===== config.mk =====
export PLATFORM = sky130hd
export DESIGN_NAME = audio_mix_sched
export DESIGN_NICKNAME = d
export VERILOG_FILES = /design/src/rtl/audio_mix_pkg.sv /design/src/rtl/audio_mac.sv /design/src/rtl/audio_mix_sched.sv
export SDC_FILE = /design/constraint.sdc
export NUM_CORES = 1
export LEC_CHECK = 0
export CORE_ASPECT_RATIO = 0.5
export CORE_MARGIN = 3
export CORE_UTILIZATION = 36
export DETAILED_ROUTE_END_ITERATION = 12
export PLACE_DENSITY = 0.55
export SYNTH_ARGS = -nofsm -noshare
export SYNTH_HDL_FRONTEND = slang
export SYNTH_HIERARCHICAL = 1
export SYNTH_SLANG_ARGS = --single-unit

===== constraint.sdc =====
create_clock -name clk -period 6.2 [get_ports clk]
set_input_delay 1.24 -clock clk [delete_from_list [all_inputs] [get_ports clk]]
set_output_delay 1.24 -clock clk [all_outputs]
set_load 0.01 [all_outputs]

===== src/rtl/audio_mix_pkg.sv =====
// Shared widths, FSM states and the shift/clamp helper for the audio mix scheduler.
// Optional clip counter in the top is enabled by AUDIO_MIX_CLIP_COUNT_EN.
package audio_mix_pkg;

    localparam int SAMPLE_W   = 16;
    localparam int ACC_W      = 28;
    localparam int PROD_W     = 25;
    localparam int OUT_SHIFT  = 7;
    localparam int UNITY_GAIN = 128;
    localparam int MAX_SRC    = 8;
    localparam int STEP_W     = 4;
    localparam int IDX_W      = 3;

    localparam logic signed [ACC_W-1:0] SAT_MAX = ACC_W'(32767);
    localparam logic signed [ACC_W-1:0] SAT_MIN = ACC_W'(-32768);

    typedef enum logic [1:0] {
        IDLE,
        ACC,
        SAT,
        DONE
    } state_t;

    typedef struct packed {
        logic                clip;
        logic [SAMPLE_W-1:0] val;
    } sat_t;

    // Drop the Q1.7 gain fraction (floor) and clamp to the 16-bit sample range.
    function automatic sat_t sat_shift(input logic signed [ACC_W-1:0] a);
        logic signed [ACC_W-1:0] s;
        sat_t                    r;
        s = a >>> OUT_SHIFT;
        r.clip = 1'b1;
        if (s > SAT_MAX) begin
            r.val = 16'h7fff;
        end else if (s < SAT_MIN) begin
            r.val = 16'h8000;
        end else begin
            r.clip = 1'b0;
            r.val  = s[SAMPLE_W-1:0];
        end
        return r;
    endfunction

endpackage


===== src/rtl/audio_mac.sv =====
// Signed 16 x unsigned-gain multiply feeding a registered 28-bit accumulator.
// Latency: acc updates one cycle after enable; no backpressure (driven every cycle by the scheduler).
// clear+enable together restarts the sum with the current product.
module audio_mac
    import audio_mix_pkg::*;
#(
    parameter int GAIN_W = 8
) (
    input  logic                    clk,
    input  logic                    rst_n,
    input  logic                    clear,
    input  logic                    enable,
    input  logic [SAMPLE_W-1:0]     sample,
    input  logic [GAIN_W-1:0]       gain,
    output logic signed [ACC_W-1:0] acc
);

    localparam int P_W = SAMPLE_W + GAIN_W + 1;

    logic signed [P_W-1:0]   sample_ext;
    logic signed [P_W-1:0]   gain_ext;
    logic signed [P_W-1:0]   prod;
    logic signed [ACC_W-1:0] prod_ext;
    logic signed [ACC_W-1:0] base;
    logic signed [ACC_W-1:0] acc_q;
    logic signed [ACC_W-1:0] acc_d;

    always_comb begin
        sample_ext = {{(GAIN_W + 1){sample[SAMPLE_W-1]}}, sample};
        gain_ext   = {{(SAMPLE_W + 1){1'b0}}, gain};
        // Low P_W bits of the extended product equal the exact signed product.
        prod       = sample_ext * gain_ext;
        prod_ext   = {{(ACC_W - P_W){prod[P_W-1]}}, prod};
        base       = clear ? '0 : acc_q;
        acc_d      = acc_q;
        if (enable) begin
            acc_d = base + prod_ext;
        end else if (clear) begin
            acc_d = '0;
        end
    end

    always_ff @(posedge clk or negedge rst_n) begin
        if (!rst_n) begin
            acc_q <= '0;
        end else begin
            acc_q <= acc_d;
        end
    end

    assign acc = acc_q;

endmodule


===== src/rtl/audio_mix_sched.sv =====
// Time-shares one MAC over NSRC stereo sources with per-source gain; optional clip_count via AUDIO_MIX_CLIP_COUNT_EN.
// Latency: next_sample at cycle 0 -> mix_valid at cycle 2*NSRC+2.
// Backpressure: none; next_sample while busy is dropped and raises sticky overrun.
module audio_mix_sched
    import audio_mix_pkg::*;
#(
    parameter int NSRC   = 2,
    parameter int GAIN_W = 8
) (
    input  logic                     clk,
    input  logic                     rst_n,
    input  logic                     next_sample,
    input  logic [NSRC*SAMPLE_W-1:0] src_left,
    input  logic [NSRC*SAMPLE_W-1:0] src_right,
    input  logic [IDX_W-1:0]         gain_addr,
    input  logic [GAIN_W-1:0]        gain_wrdata,
    input  logic                     gain_write,
    input  logic                     master_mute,
    input  logic                     overrun_clr,
    output logic [SAMPLE_W-1:0]      mix_left,
    output logic [SAMPLE_W-1:0]      mix_right,
    output logic                     mix_valid,
    output logic                     busy,
    output logic                     overrun
`ifdef AUDIO_MIX_CLIP_COUNT_EN
    ,
    output logic [7:0]               clip_count
`endif
);

    localparam logic [STEP_W-1:0] STEP_RIGHT = STEP_W'(NSRC);
    localparam logic [STEP_W-1:0] STEP_LAST  = STEP_W'(2 * NSRC - 1);

    state_t                     state_q, state_d;
    logic [STEP_W-1:0]          step_q, step_d;
    logic [GAIN_W-1:0]          gain_q [MAX_SRC];
    logic [GAIN_W-1:0]          gain_d [MAX_SRC];
    logic [GAIN_W-1:0]          gain_snap_q [MAX_SRC];
    logic [GAIN_W-1:0]          gain_snap_d [MAX_SRC];
    logic [NSRC*SAMPLE_W-1:0]   snap_l_q, snap_l_d;
    logic [NSRC*SAMPLE_W-1:0]   snap_r_q, snap_r_d;
    logic signed [ACC_W-1:0]    park_q, park_d;
    logic [SAMPLE_W-1:0]        mix_l_q, mix_l_d;
    logic [SAMPLE_W-1:0]        mix_r_q, mix_r_d;
    logic                       overrun_q, overrun_d;

    logic                       mac_clear;
    logic                       mac_en;
    logic [SAMPLE_W-1:0]        mac_sample;
    logic [GAIN_W-1:0]          mac_gain;
    logic signed [ACC_W-1:0]    mac_acc;
    logic                       is_left;
    logic [IDX_W-1:0]           src_idx;
    sat_t                       sat_l;
    sat_t                       sat_r;

    assign busy = (state_q != IDLE);

    // Steps 0..NSRC-1 walk the left channels, NSRC..2*NSRC-1 the right channels.
    always_comb begin
        is_left    = (step_q < STEP_RIGHT);
        src_idx    = is_left ? IDX_W'(step_q) : IDX_W'(step_q - STEP_RIGHT);
        mac_sample = is_left ? snap_l_q[SAMPLE_W*src_idx +: SAMPLE_W]
                             : snap_r_q[SAMPLE_W*src_idx +: SAMPLE_W];
        mac_gain   = gain_snap_q[src_idx];
        sat_l      = sat_shift(park_q);
        sat_r      = sat_shift(mac_acc);
    end

    always_comb begin
        gain_d = gain_q;
        if (gain_write && (32'(gain_addr) < NSRC)) begin
            gain_d[gain_addr] = gain_wrdata;
        end
        overrun_d = overrun_q;
        if (overrun_clr) begin
            overrun_d = 1'b0;
        end
        if (next_sample && busy) begin
            overrun_d = 1'b1;
        end
    end

    always_comb begin
        state_d     = state_q;
        step_d      = step_q;
        snap_l_d    = snap_l_q;
        snap_r_d    = snap_r_q;
        gain_snap_d = gain_snap_q;
        park_d      = park_q;
        mix_l_d     = mix_l_q;
        mix_r_d     = mix_r_q;
        mac_clear   = 1'b0;
        mac_en      = 1'b0;
        case (state_q)
            IDLE: begin
                if (next_sample) begin
                    snap_l_d    = src_left;
                    snap_r_d    = src_right;
                    gain_snap_d = gain_q;
                    mac_clear   = 1'b1;
                    step_d      = '0;
                    state_d     = ACC;
                end
            end
            ACC: begin
                mac_en = 1'b1;
                // First right step: the accumulator holds the finished left sum.
                if (step_q == STEP_RIGHT) begin
                    park_d    = mac_acc;
                    mac_clear = 1'b1;
                end
                if (step_q == STEP_LAST) begin
                    state_d = SAT;
                end else begin
                    step_d = step_q + 1'b1;
                end
            end
            SAT: begin
                mix_l_d = master_mute ? '0 : sat_l.val;
                mix_r_d = master_mute ? '0 : sat_r.val;
                state_d = DONE;
            end
            DONE: begin
                state_d = IDLE;
            end
            default: begin
                state_d = IDLE;
            end
        endcase
    end

    always_ff @(posedge clk or negedge rst_n) begin
        if (!rst_n) begin
            state_q   <= IDLE;
            step_q    <= '0;
            snap_l_q  <= '0;
            snap_r_q  <= '0;
            park_q    <= '0;
            mix_l_q   <= '0;
            mix_r_q   <= '0;
            overrun_q <= 1'b0;
            for (int i = 0; i < MAX_SRC; i++) begin
                gain_q[i]      <= GAIN_W'(UNITY_GAIN);
                gain_snap_q[i] <= GAIN_W'(UNITY_GAIN);
            end
        end else begin
            state_q     <= state_d;
            step_q      <= step_d;
            snap_l_q    <= snap_l_d;
            snap_r_q    <= snap_r_d;
            park_q      <= park_d;
            mix_l_q     <= mix_l_d;
            mix_r_q     <= mix_r_d;
            overrun_q   <= overrun_d;
            gain_q      <= gain_d;
            gain_snap_q <= gain_snap_d;
        end
    end

    audio_mac #(
        .GAIN_W (GAIN_W)
    ) u_mac (
        .clk    (clk),
        .rst_n  (rst_n),
        .clear  (mac_clear),
        .enable (mac_en),
        .sample (mac_sample),
        .gain   (mac_gain),
        .acc    (mac_acc)
    );

`ifdef AUDIO_MIX_CLIP_COUNT_EN
    logic [7:0] clip_cnt_q, clip_cnt_d;
    logic [8:0] clip_sum;

    // Clips are counted even when the output is muted.
    always_comb begin
        clip_cnt_d = overrun_clr ? 8'd0 : clip_cnt_q;
        clip_sum   = '0;
        if (state_q == SAT) begin
            clip_sum   = {1'b0, clip_cnt_d} + 9'(sat_l.clip) + 9'(sat_r.clip);
            clip_cnt_d = clip_sum[8] ? 8'hff : clip_sum[7:0];
        end
    end

    always_ff @(posedge clk or negedge rst_n) begin
        if (!rst_n) begin
            clip_cnt_q <= '0;
        end else begin
            clip_cnt_q <= clip_cnt_d;
        end
    end

    assign clip_count = clip_cnt_q;
`endif

    assign mix_left  = mix_l_q;
    assign mix_right = mix_r_q;
    assign mix_valid = (state_q == DONE);
    assign overrun   = overrun_q;

endmodule

* Yosys cells after proc, flatten, opt, wreduce, memory -nomap -nowiden
Index checks and enable logic that the tools add are counted.
** Operators by class
- $add $sub $neg :: 3
- Multipliers :: 1
- Order comparisons :: 9
- Equality and inequality tests :: 8
- Shifts and indexed selects :: 2
- Multiplexer cells :: 28
- Bitwise operators :: 2
- Reduce and logical (&&, ||, !) cells :: 11
** Operator list (count)
- two-way mux 16 bit :: 7
- bitwise mux 64 bit :: 1
- indexed part select 32 x 8 -> 16 bit :: 2
- two-way mux 28 bit :: 2
- greater-than comparator 21 x 16 -> 1 bit (second input constant) :: 2
- < comparator 21 x 16 -> 1 bit (second input constant) :: 2
- adder 28 x 25 -> 28 bit :: 1
- multiplier 16 x 9 -> 25 bit :: 1
- binary-select mux 8 bit (select 3 bit) :: 1
- demux 8 bit (select 3 bit) :: 1
- two-way mux 8 bit :: 3
- == test 4 x 2 -> 1 bit (second input constant) :: 2
- greater-or-equal comparator 4 bit (second input constant) :: 2
- two-way mux 4 bit :: 2
- NOT 3 -> 4 bit :: 2
- one-hot mux 2 bit (4 select lines) :: 1
- one-hot mux 4 bit (2 select lines) :: 1
- inequality test 2 bit (second input constant) :: 3
- AND reduction 2 bit :: 3
- nonzero test 2 bit :: 3
- two-way mux 1 bit :: 5
- adder 4 x 1 -> 4 bit (second input constant) :: 1
- == test 2 bit (second input constant) :: 2
- < comparator 4 x 1 -> 1 bit (second input constant) :: 1
- 10 further kinds :: 13
** Word-level totals
- Flip-flop bits (word level) :: 287
- Logic and storage cells :: 89

* Longest topological paths before layout
Gate-level depths: netlist of the first run.
- Depth after elaboration :: 9
- Depth in mapped cells :: 27

* Modules after synthesis
Netlist of the first run, hierarchy kept.
** By module, submodules not included
- audio_mix_sched :: times used 1, cells each 753, area each 10463.8 um^2, seq. area each 6326.1 um^2
- audio_mac :: times used 1, cells each 804, area each 7096.8 um^2, seq. area each 700.7 um^2

* Worst setup path before layout of the first run
Ideal clock, no wire load.
- Path kind :: flip-flop to flip-flop
- Start :: register step_q[1]
- End :: register u_mac.acc_q[27], in the netlist u_mac/acc[27]
- Arrival :: 6412 ps
- Data required time :: 6071 ps
- Path slack :: -341 ps
- Stages on the path, launching flop included :: 24
- Cells stage by stage :: dfrtp_1 -> buf_2 -> nor3_4 -> buf_8 -> mux4_2 -> and2b_1 -> and2_1 -> fa_1 -> inv_1 -> fa_1 -> inv_1 -> fa_1 -> fa_1 -> inv_1 -> fa_1 -> inv_1 -> ha_1 -> clkbuf_1 -> a21o_1 -> o21bai_1 -> a2111oi_0 -> a211oi_1 -> a31oi_1 -> nand3_1
** Between the ends
- Elaborated cells on any way between the ends :: 17
- Those cells by class :: 2 x add/sub; 1 x mul; 1 x order compare; 1 x eq/ne; 2 x shift; 9 x mux; 1 x bitwise
** RTL lines
- start, declared :: line audio_mix_sched.sv:35 : logic [STEP_W-1:0] step_q, step_d;
- start signal, assigned :: line audio_mix_sched.sv:149 : step_q <= step_d;
- < comparator 4 x 2 -> 1 bit or subtractor 3 x 2 -> 3 bit (tied branches) :: line audio_mix_sched.sv:61, audio_mix_sched.sv:62
- two-way mux 3 bit :: line audio_mix_sched.sv:62 : src_idx = is_left ? IDX_W'(step_q) : IDX_W'(step_q - STEP_RIGHT);
- indexed part select 32 x 8 -> 16 bit (on tied branches) :: line audio_mix_sched.sv:64, audio_mix_sched.sv:63
- two-way mux 16 bit (*) :: line audio_mix_sched.sv:63 : mac_sample = is_left ? snap_l_q[SAMPLE_W*src_idx +: SAMPLE_W]
- via mac_sample[15] :: line audio_mix_sched.sv:49 : logic [SAMPLE_W-1:0] mac_sample;
- multiplier 16 x 9 -> 25 bit (*) :: line audio_mac.sv:32 : prod = sample_ext * gain_ext;
- adder 28 x 25 -> 28 bit (*) :: line audio_mac.sv:37 : acc_d = base + prod_ext;
- two-way mux 28 bit (*) :: line audio_mac.sv:36 : if (enable) begin
- via u_mac.acc_d[27] :: line audio_mac.sv:26 : logic signed [ACC_W-1:0] acc_d;
- end signal, assigned :: line audio_mac.sv:45 : acc_q <= '0;
- end signal, assigned :: line audio_mac.sv:47 : acc_q <= acc_d;
- end, declared :: line audio_mac.sv:25 : logic signed [ACC_W-1:0] acc_q;
The timed path passes the listed nets; every way through them passes the cells marked *. The select of a mux whose other input is x is not followed.
A chain may end at the register's enable or synchronous reset.

* Worst setup path after layout of the first run
- Start :: register step_q[2]
- End :: register u_mac.acc_q[24], in the netlist u_mac/acc[24]
The elaborated chain is that of the path after synthesis.

==> metrics, run 1 <==
result of the run=complete, but fails checks; violations in the final reports=setup timing; busiest layer in global routing=met2; YS warnings=6; Clock Root Buffer=sky130_fd_sc_hd__clkbuf_16; vias in the first global route=12164; cell count of the worst reg-to-reg path=20; count of final hold-check violations=0; slew margin rel.=0.2676; fraction of met2 tracks used by global routing=0.2457; async set-reset flop share out of synthesis=1.000; Detailed Place HPWL=29.77 mm; total number of H-tree levels=1; Die Y-Extent=162.2 um; top cells by area, synth=sky130_fd_sc_hd__dfrtp_1 38%, sky130_fd_sc_hd__fa_1 15%, sky130_fd_sc_hd__mux2_2 12%; worst hold path stage count=0; Worst Clk Skew=0.01282 ns; Placeable Area=between 40000 and 50000 um^2; path class of the lowest-slack min-delay path=flop to flop; I/O Pins=116; Die X=318.3 um; data arrival time of the critical path=6.76 ns; summed instance area of the synthesized netlist=17560 um^2; met1 Track Usage GR=0.2346; routability congestion estimate=0.8716; overall die area=51630 um^2; average wire per cell in the routed design=16.40 um; instance area after placement=around 20000 um^2; post-route fraction of the period consumed by the critical path=1.017; Setup Viol. Count Final=4; vias per inst=4.761; global-route total usage across every layer=0.1563; TritonCTS clock tree=yes; most repeated cell in the gate-level netlist after synthesis=sky130_fd_sc_hd__dfrtp_1; pin count of the biggest net entering global routing=129; worst skew pair latency=0.57 ns; worst-case register-to-register setup slack=-0.10 ns; worst endpoint required time=6.65 ns; number of nets in the layout=2048; final antenna-violating net count=0; most used standard cells in the synthesized netlist=264 x sky130_fd_sc_hd__dfrtp_1, 211 x sky130_fd_sc_hd__inv_1, 186 x sky130_fd_sc_hd__mux2_2; distinct cell type count after synthesis=73; min Tclk post-route=6.304 ns; achievable frequency=approximately 0.16 GHz; sort of element at the end of the critical path=flop; final routed wirelength across all metal layers=about 40 mm; number of DRC markers in iteration 0=583; cell row count=56; Initial DRT Pass Iterations=5; initial core utilization=0.3697; met3 GRT Util=0.02266; synthesized flop and latch total=280; IO buf count=between 100 and 150; biggest fanout along the worst timing path=6; CP Launch Type=flop; number of inserted diodes=0; DRC violations left=0; biggest area consumer among synthesized cells=sky130_fd_sc_hd__dfrtp_1; syn_area_per_cell=11.28 um^2; sequential-to-total area share from yosys stat=0.4001; Final WS setup=-0.1038 ns; clock net sink count=280; Post-Synthesis Cells=1557; number of antenna violations at the first check in global routing=0; launch instance of the worst register-to-register path=step_q[2]; end of the worst register-to-register path=u_mac/acc[24]; number of CTS-inserted buffers=26; RSZ-0062 raised after global routing=true; top flip-flop cell by instance count after synthesis=sky130_fd_sc_hd__dfrtp_1; post-synth top area share=0.3762; net count after synthesis=1835; EDFF count, synth=0; clock transition at the registers of the reported paths=~0.07 ns; global-route wire length before repair=between 60 and 70 mm; share of post-route cells with drive strength above 1=0.3363; crit path to=u_mac/acc[24]; worst setup path category=flop to flop; final global-route overflow total=0; number of max-capacitance violations reported=0; Via Count=11559; final count of pins violating max slew=0; slew of the pin with the lowest slew margin=1.099 ns; post-route cell area=22140 um^2; Critical path origin=step_q[2]; fin util=0.4660; Layout area overhead=26.06%; Max Root-Sink Buffers=3
-- metrics by stage --
stage / setup WS, ns / instances / TNS, ns / hold WS [ns]
finish: -0.1038 / 2428 / -0.2128 / 0.3651
global route: -0.2950 / 2428 / -2.223 / 0.3703
CTS: -0.006102 / 2415 / -0.006102 / 0.3674
floorplan: 0.001880 / 1557 / 0 / 0.4253
detailed placement: -0.2955 / 2339 / -1.845 / 0.3574
global placement: -0.2627 / 2339 / -1.374 / 0.3562
-- worst max-delay path: stages (launching register included) --
cell,delay (ns)
sky130_fd_sc_hd__dfrtp_2,0.45
sky130_fd_sc_hd__nor3_4,0.26
sky130_fd_sc_hd__buf_12,0.16
sky130_fd_sc_hd__buf_4,0.11
sky130_fd_sc_hd__mux4_2,0.52
sky130_fd_sc_hd__nor2b_4,0.17
sky130_fd_sc_hd__and2_4,0.15
sky130_fd_sc_hd__fa_1,0.51
sky130_fd_sc_hd__fa_1,0.52
sky130_fd_sc_hd__fa_1,0.52
sky130_fd_sc_hd__fa_1,0.57
sky130_fd_sc_hd__inv_2,0.05
sky130_fd_sc_hd__fa_1,0.55
sky130_fd_sc_hd__inv_2,0.05
sky130_fd_sc_hd__ha_4,0.27
sky130_fd_sc_hd__nand2_2,0.06
sky130_fd_sc_hd__or3_4,0.40
sky130_fd_sc_hd__a21oi_4,0.16
sky130_fd_sc_hd__o2111ai_2,0.17
sky130_fd_sc_hd__and4_1,0.22
sky130_fd_sc_hd__or3_1,0.34
-- how the worst min path moves through the flow --
stage,start,to,slack [ns]
after floorplan,gain_q[0],gain_q[0],0.43
after global placement,gain_q[23],gain_q[23],0.36
after detailed placement,gain_q[39],gain_q[39],0.36
after CTS,gain_q[7],gain_q[7],0.37
after global routing,gain_q[31],gain_q[31],0.37
final,gain_q[15],gain_q[15],0.37
-- cell families (layout without fill, tap and decap cells) --
logic type,count (synthesis),after routing,synth area share
adders and majority gates,197,197,0.1951
AOI/OAI and AO/OA,213,213,0.07716
and+or+nand+nor,308,308,0.09284
DFF,280,280,0.4001
muxes,227,227,0.1564
xor gates and xnor gates,11,11,0.005487
buffers and inverters,321,554,0.07289
-- sequential cells by signal (all words and copies together), names as in the netlist --
signal,cells
mix_left,16
snap_r_q,32
snap_l_q,32
mix_right,16
overrun,1
gain_snap_q,64
park_q,21
state_q,2
u_mac/acc,28
step_q,4
gain_q,64
-- area by class of cell --
class | instances | area (um^2)
clock buffers | 32 | 723.2
clock inverters | 16 | 201.4
fillers | 4439 | 25370
inverters | 211 | 792.0
multi-input cells | 956 | 9937
flip-flops and latches | 280 | 7032
well taps | 638 | 798.3
repair buffers | 295 | 2653
-- metal layers --
| metal | wire length (um) | vias up |
|---|---|---|
| li1 | - | 5565 |
| met1 | 20290 | 5813 |
| met2 | 17760 | 152 |
| met3 | 1384 | 29 |
| met4 | 395 | 0 |
| met5 | 0 | - |
-- what timing repair did --
action | 4_1_cts | 5_1_grt
gates resized for setup | 84 | 60
setup buffers | 27 | 15
hold buffers | 0 | 0
hold endpoints to repair | 0 | 0
cloned | 1 | 0
setup endpoints to repair | 13 | 17
pin swaps | 62 | 31
-- cells in the final DEF (no fill, tap or decap), types with 8 or more instances in the layout --
| cell | synthesis | layout |
|---|---|---|
| sky130_fd_sc_hd__ha_1 | 69 | 47 |
| sky130_fd_sc_hd__buf_4 | 0 | 161 |
| sky130_fd_sc_hd__a21o_1 | 14 | 14 |
| sky130_fd_sc_hd__mux4_2 | 5 | 14 |
| sky130_fd_sc_hd__buf_6 | 2 | 10 |
| sky130_fd_sc_hd__ha_4 | 0 | 18 |
| sky130_fd_sc_hd__o21ai_0 | 86 | 75 |
| sky130_fd_sc_hd__buf_12 | 0 | 8 |
| sky130_fd_sc_hd__and2_4 | 0 | 15 |
| sky130_fd_sc_hd__clkdlybuf4s50_1 | 0 | 114 |
| sky130_fd_sc_hd__fa_1 | 128 | 122 |
| sky130_fd_sc_hd__nor2_1 | 30 | 21 |
| sky130_fd_sc_hd__dfrtp_1 | 264 | 260 |
| sky130_fd_sc_hd__xnor2_1 | 9 | 9 |
| sky130_fd_sc_hd__mux2i_1 | 25 | 25 |
| sky130_fd_sc_hd__a22o_1 | 12 | 12 |
| sky130_fd_sc_hd__o22ai_1 | 14 | 11 |
| sky130_fd_sc_hd__a21oi_1 | 32 | 18 |
| sky130_fd_sc_hd__nand3_1 | 16 | 15 |
| sky130_fd_sc_hd__nand2_1 | 103 | 97 |
| sky130_fd_sc_hd__nor3_1 | 11 | 8 |
| sky130_fd_sc_hd__clkbuf_16 | 0 | 26 |
| sky130_fd_sc_hd__a21oi_2 | 2 | 12 |
| sky130_fd_sc_hd__inv_2 | 0 | 18 |
| sky130_fd_sc_hd__mux2_2 | 186 | 186 |
| sky130_fd_sc_hd__and2_1 | 81 | 66 |
| sky130_fd_sc_hd__inv_1 | 211 | 193 |
| sky130_fd_sc_hd__dfstp_2 | 16 | 16 |
Power of run 1 is left out: the tool's default activity adds up to more than one toggle a clock period on the data nets, which glitch-free logic cannot reach.
==> run 2, diff against run 1 <==
Settings changed: SKIP_CTS_REPAIR_TIMING set to 1.
==> metrics, run 2 (synthesis gave the netlist of run 1 again) <==
count of final hold-check violations=0 (unchanged); share of post-route cells with drive strength above 1=0.3245 (-0.01185); final routed wirelength across all metal layers=39.64 mm (-0.47%); Placed Cells incl. Taps=2339 (unchanged); final count of pins violating max slew=0 (unchanged); vias per inst=4.750 (-0.22%); biggest fanout along the worst timing path=7 (+1); path class of the lowest-slack min-delay path=flop to flop; Clock Root Buffer=sky130_fd_sc_hd__clkbuf_16; registers with the highest flip-flop counts=gain_q x64, gain_snap_q x64; pin count of the biggest net entering global routing=129 (unchanged); Final WS setup=-0.2007 ns (-0.09691 ns); cell count of the worst reg-to-reg path=20 (unchanged); TritonCTS clock tree=yes; average wire per cell in the routed design=16.49 um (+0.52%); number of max-capacitance violations reported=0 (unchanged); slowest cell on the critical path=sky130_fd_sc_hd__fa_1; achievable frequency=0.1562 GHz (-1.5%); worst setup path category=flop to flop; Placeable Area=47510 um^2 (unchanged); number of DRC markers in iteration 0=566 (-2.9%); data arrival time of the critical path=6.85 ns (+0.09 ns); IO buf count=115 (unchanged); CP Depth=20 (unchanged); sort of element at the end of the critical path=flop; RSZ-0062 raised after global routing=true; initial core utilization=0.3697 (unchanged); DP Worst Slack=-0.2955 ns (unchanged); peak per-stage delay on the critical path=0.57 ns (about the same); result of the run=complete, but fails checks; slew of the pin with the lowest slew margin=1.087 ns (-0.01163 ns); clock transition at the registers of the reported paths=0.07 ns (about the same); commonest non-fill, non-tap cell in the layout=sky130_fd_sc_hd__dfrtp_1; Setup Viol. Count Final=10 (+6); vias in the first global route=11881 (-2.3%); Min-Delay Startpoint=gain_q[15]; launch instance of the worst register-to-register path=step_q[3]; final global-route overflow total=0 (unchanged); Initial DRT Pass Iterations=4 (-1); number of CTS-inserted buffers=26 (unchanged); final cell count without fillers=2404 (-0.99%); I/O Pins=116 (unchanged); ordered cell list for the critical path=nor3_4 -> clkbuf_16 -> buf_4 -> mux4_1 -> nor2b_4 -> and2_4 -> fa_1 -> fa_1 -> fa_1 -> fa_1 -> inv_2 -> fa_1 -> inv_2 -> ha_4 -> and2_4 -> a221o_1 -> a21oi_4 -> a21o_1 -> o221a_2 -> nand3_2; overall die area=51630 um^2 (unchanged); Critical Path Most Common Cell=sky130_fd_sc_hd__fa_1; Critical path origin=step_q[3]; crit-path leading delay family=adder cells; Die X=318.3 um (unchanged); end of the worst register-to-register path=u_mac/acc[27]; violations in the final reports=setup timing; Via Count=11420 (-1.2%); routability congestion estimate=0.8716 (unchanged); DRC violations left=0 (unchanged); number of antenna violations at the first check in global routing=0 (unchanged); global-route wire length before repair=64.56 mm (-2.4%); crit path to=u_mac/acc[27]; Worst Clk Skew=0.01280 ns (-0.00001250 ns); number of nets in the layout=2024 (-1.2%); slew margin rel.=0.2754 (+0.007755); Die Y-Extent=162.2 um (unchanged); worst-case register-to-register setup slack=-0.20 ns (-0.10 ns); min Tclk post-route=6.401 ns (+0.09691 ns); commonest cells after routing, fill and taps aside=260 x sky130_fd_sc_hd__dfrtp_1, 197 x sky130_fd_sc_hd__inv_1, 185 x sky130_fd_sc_hd__mux2_2; Max Root-Sink Buffers=3 (unchanged); clock net sink count=280 (unchanged); cell row count=56 (unchanged); total number of H-tree levels=1 (unchanged); number of inserted diodes=0 (unchanged); post-route fraction of the period consumed by the critical path=1.032 (+0.01563); CP Launch Type=flop; worst skew pair latency=0.57 ns (about the same); final antenna-violating net count=0 (unchanged); Layout area overhead=25.19%; worst endpoint required time=6.65 ns (about the same); global-route total usage across every layer=0.1527 (-0.003575); filler instances=4457 (+0.41%); Worst Path Buf+Inv=4 (unchanged); Detailed Place HPWL=29.77 mm (unchanged)
run 2: cell count changes in the layout (fill, tap and decap cells not counted), moves of 4 or more:
cell                      previous run  this run
sky130_fd_sc_hd__a31oi_1             6         2
sky130_fd_sc_hd__inv_2              18        14
sky130_fd_sc_hd__inv_1             193       197
sky130_fd_sc_hd__ha_1               47        52
sky130_fd_sc_hd__buf_4             161       134
run 2: worst reg2reg max path, delay by kind of cell, from the launching register on:
kind,cells,cell delay (ns)
AO/OA/AOI/OAI,4,1.16
adder cells (fa/ha/maj),6,2.86
buffers and inverters,4,0.43
flip-flops,1,0.44
multiplexers,1,0.54
AND/OR/NAND/NOR,5,0.87
run 2: worst min path at each step:
stage | cells past startpoint | end
finish | 0 | gain_q[15]
global route | 0 | gain_q[31]
CTS | 0 | gain_q[7]
detailed placement | 0 | gain_q[39]
global placement | 0 | gain_q[23]
floorplan | 1 | gain_q[0]
run 2: per-stage QoR:
stage,util,cell area (um^2),setup TNS (ns),hold slack [ns]
finish,0.4628,21980,-1.189,0.3650
global route,0.4628,21980,-3.839,0.3703
CTS,0.4488,21320,-1.922,0.3674
detailed placement,0.4293,20390,-1.845,0.3574
global placement,0.4293,20390,-1.374,0.3562
floorplan,-,17820,0,0.4253
run 2: final cells by class:
type | instances | area (um^2) | share of cell area
clock buffer | 32 | 723.2 | 0.03290
clock inverter | 16 | 201.4 | 0.009163
inverter | 211 | 792.0 | 0.03603
multi-input combinational | 956 | 9940 | 0.4521
sequential | 280 | 7032 | 0.3199
tap | 638 | 798.3 | 0.03631
timing repair buffer | 271 | 2497 | 0.1136
run 2: per-layer routing:
metal | track usage | vias up | share of wire
li1 | - | 5521 | -
met1 | 0.2317 | 5729 | 0.52
met2 | 0.2361 | 137 | 0.44
met3 | 0.02229 | 33 | 0.033
met4 | 0.02316 | 0 | 0.011
met5 | 0 | - | 0
Power of run 2 is left out for the same reason.
==> run 3, diff against run 2 <==
Settings changed: ABC_AREA set to 1.
==> metrics, run 3 <==
EDFF count, synth=0 (unchanged); Clock Root Buffer=sky130_fd_sc_hd__clkbuf_16; achievable frequency=0.1690 GHz (+8.1%); vias per inst=4.543 (-4.4%); synthesized flop and latch total=280 (unchanged); Worst Clk Skew=0.01594 ns (+0.003135 ns); count of final hold-check violations=0 (unchanged); IO buf count=115 (unchanged); number of inserted diodes=0 (unchanged); post-route worst hold slack=0.3649 ns (-0.0001800 ns); syn_area_per_cell=8.175 um^2 (-28%); routability congestion estimate=0.9050 (+3.8%); registers with the highest flip-flop counts=gain_q x64, gain_snap_q x64; slew margin rel.=0.3192 (+0.04384); number of nets in the layout=2581 (+28%); number of antenna violations at the first check in global routing=0 (unchanged); TritonCTS clock tree=yes; Post-Synthesis Cells=2256 (+45%); Via Count=13630 (+19%); worst setup path category=flop to flop; final antenna-violating net count=0 (unchanged); worst endpoint required time=6.65 ns (about the same); YS warnings=6 (unchanged); clock net sink count=280 (unchanged); global-route total usage across every layer=0.1618 (+0.009053); Detailed Place HPWL=32.49 mm (+9.1%); min Tclk post-route=5.918 ns (-0.4823 ns); Setup Viol. Count Final=0 (-10); number of max-capacitance violations reported=0 (unchanged); number of DRC markers in iteration 0=652 (+15%); post-route fraction of the period consumed by the critical path=0.9546 (-0.07778); final global-route overflow total=0 (unchanged); biggest area consumer among synthesized cells=sky130_fd_sc_hd__dfrtp_1; Max Root-Sink Buffers=3 (unchanged); DRC violations left=0 (unchanged); I/O Pins=116 (unchanged); pin count of the biggest net entering global routing=109 (-16%); slew of the pin with the lowest slew margin=1.021 ns (-0.06575 ns); total number of H-tree levels=1 (unchanged); data arrival time of the critical path=6.37 ns (-0.48 ns); sort of element at the end of the critical path=flop; summed instance area of the synthesized netlist=18440 um^2 (+5.0%); async set-reset flop share out of synthesis=1.000 (unchanged); commonest cells after routing, fill and taps aside=631 x sky130_fd_sc_hd__nand2_1, 444 x sky130_fd_sc_hd__inv_1, 262 x sky130_fd_sc_hd__dfrtp_1; storage element area=7029 um^2 (about the same); sequential-to-total area share from yosys stat=0.3810 (-0.01914); clock transition at the registers of the reported paths=0.06 ns (about the same); area of the multi-input gates=9353 um^2 (-5.9%); initial core utilization=0.3721 (+0.002428); Initial DRT Pass Iterations=5 (+1); commonest non-fill, non-tap cell in the layout=sky130_fd_sc_hd__nand2_1; number of CTS-inserted buffers=27 (+3.8%); post-synth top area share=0.3582 (-0.01799); Die X=326.1 um (+2.4%); path class of the lowest-slack min-delay path=flop to flop; top cells by area, synth=sky130_fd_sc_hd__dfrtp_1 36%, sky130_fd_sc_hd__fa_1 14%, sky130_fd_sc_hd__nand2_1 13%; overall die area=54150 um^2 (+4.9%); Placeable Area=49570 um^2 (+4.3%); CP Launch Type=flop; most used standard cells in the synthesized netlist=644 x sky130_fd_sc_hd__nand2_1, 447 x sky130_fd_sc_hd__inv_1, 264 x sky130_fd_sc_hd__dfrtp_1; global-route wire length before repair=72.29 mm (+12%); Layout area overhead=16.11%; final count of pins violating max slew=0 (unchanged); biggest fanout along the worst timing path=15 (+8); vias in the first global route=13525 (+14%); top flip-flop cell by instance count after synthesis=sky130_fd_sc_hd__dfrtp_1; final routed wirelength across all metal layers=43.23 mm (+9.1%); result of the run=finished clean; distinct cell type count after synthesis=41 (-44%); net count after synthesis=2534 (+38%); cell row count=57 (+1.8%); filler instances=4930 (+11%); Die Y-Extent=166.0 um (+2.4%); worst skew pair latency=0.58 ns (about the same); share of post-route cells with drive strength above 1=0.1128 (-0.2116); average wire per cell in the routed design=14.41 um (-13%); most repeated cell in the gate-level netlist after synthesis=sky130_fd_sc_hd__nand2_1
run 3: changes by cell type in the layout (fill, tap and decap cells not counted), sizes merged, moves of 16 or more:
| cell | previous run | this run |
|---|---|---|
| mux2i | 25 | 0 |
| nand3b | 2 | 18 |
| inv | 213 | 454 |
| mux4 | 16 | 0 |
| nand2 | 105 | 649 |
| o21ai | 88 | 60 |
| and2 | 82 | 3 |
| buf | 156 | 48 |
| mux2 | 186 | 80 |
| nand3 | 16 | 154 |
| nor2 | 30 | 104 |
| a21oi | 36 | 82 |
run 3: routing by layer:
metal	vias up	global-route usage	wire length, um
met5	-	0	0
met4	0	0.03117	781
met3	62	0.02851	1912
met2	239	0.2439	18430
met1	6497	0.2440	22110
li1	6832	-	-
run 3: path summary, 6_finish.rpt:
| kind | from | endpoint | slack [ns] | cells after the start |
|---|---|---|---|---|
| max in group asynchronous | rst_n | gain_q[3] | 4.09 | 2 |
| hold / removal | gain_q[39] | gain_q[39] | 0.36 | 0 |
| hold reg to reg | gain_q[39] | gain_q[39] | 0.36 | 0 |
| setup / recovery | step_q[2] | u_mac/acc[19] | 0.28 | 27 |
| min in group asynchronous | rst_n | snap_l_q[21] | 0.70 | 1 |
| setup reg to reg | step_q[2] | u_mac/acc[19] | 0.28 | 27 |
run 3: cell families (layout without fill, tap and decap cells):
family | Yosys count | in the layout | synth area share
and+or+nand+nor | 939 | 939 | 0.2115
buffers and inverters | 597 | 663 | 0.1244
adders and majority gates | 197 | 197 | 0.1858
AOI/OAI and AO/OA | 149 | 149 | 0.04193
DFF | 280 | 280 | 0.3810
xor gates and xnor gates | 14 | 14 | 0.006649
muxes | 80 | 80 | 0.04885
run 3: worst max-delay path: stages (launching register included):
cell and delay (ns):
sky130_fd_sc_hd__dfrtp_2 0.44, sky130_fd_sc_hd__ha_1 0.32, sky130_fd_sc_hd__a21oi_4 0.18, sky130_fd_sc_hd__clkinv_4 0.13, sky130_fd_sc_hd__buf_2 0.18, sky130_fd_sc_hd__nand3_1 0.11, sky130_fd_sc_hd__nand2_1 0.12, sky130_fd_sc_hd__buf_4 0.22
sky130_fd_sc_hd__nand2_1 0.07, sky130_fd_sc_hd__inv_1 0.05, sky130_fd_sc_hd__fa_1 0.53, sky130_fd_sc_hd__fa_1 0.44, sky130_fd_sc_hd__fa_1 0.52, sky130_fd_sc_hd__fa_1 0.54, sky130_fd_sc_hd__inv_1 0.05, sky130_fd_sc_hd__fa_1 0.52
sky130_fd_sc_hd__inv_1 0.04, sky130_fd_sc_hd__ha_1 0.38, sky130_fd_sc_hd__nand2_2 0.15, sky130_fd_sc_hd__inv_1 0.05, sky130_fd_sc_hd__nand2_1 0.06, sky130_fd_sc_hd__nand2_1 0.08, sky130_fd_sc_hd__inv_1 0.08, sky130_fd_sc_hd__nand3_2 0.15
sky130_fd_sc_hd__nand2_1 0.13, sky130_fd_sc_hd__nand3_1 0.09, sky130_fd_sc_hd__nand3_1 0.09, sky130_fd_sc_hd__o21ai_1 0.06
run 3: area by class of cell:
| cell class | instances | area share |
|---|---|---|
| Inverter | 453 | 0.07987 |
| Timing Repair Buffer | 162 | 0.07339 |
| Clock inverter | 13 | 0.007771 |
| Tap cell | 678 | 0.03961 |
| Clock buffer | 35 | 0.03436 |
| Sequential cell | 280 | 0.3282 |
| Multi-Input combinational cell | 1379 | 0.4368 |
run 3: metrics by stage:
stage	TNS, ns	setup WS [ns]	utilization	cell area, um^2	instances
6_report	0	0.2815	0.4320	21410	3000
5_1_grt	-0.01092	-0.009116	0.4320	21410	3000
4_1_cts	0	0.007338	0.4267	21150	2997
3_5_place_dp	0	0.02234	0.4085	20250	2949
3_3_place_gp	0	0.07619	0.4085	20250	2949
2_1_floorplan	0	0.4215	-	18440	2256
Power of run 3 is left out for the same reason.
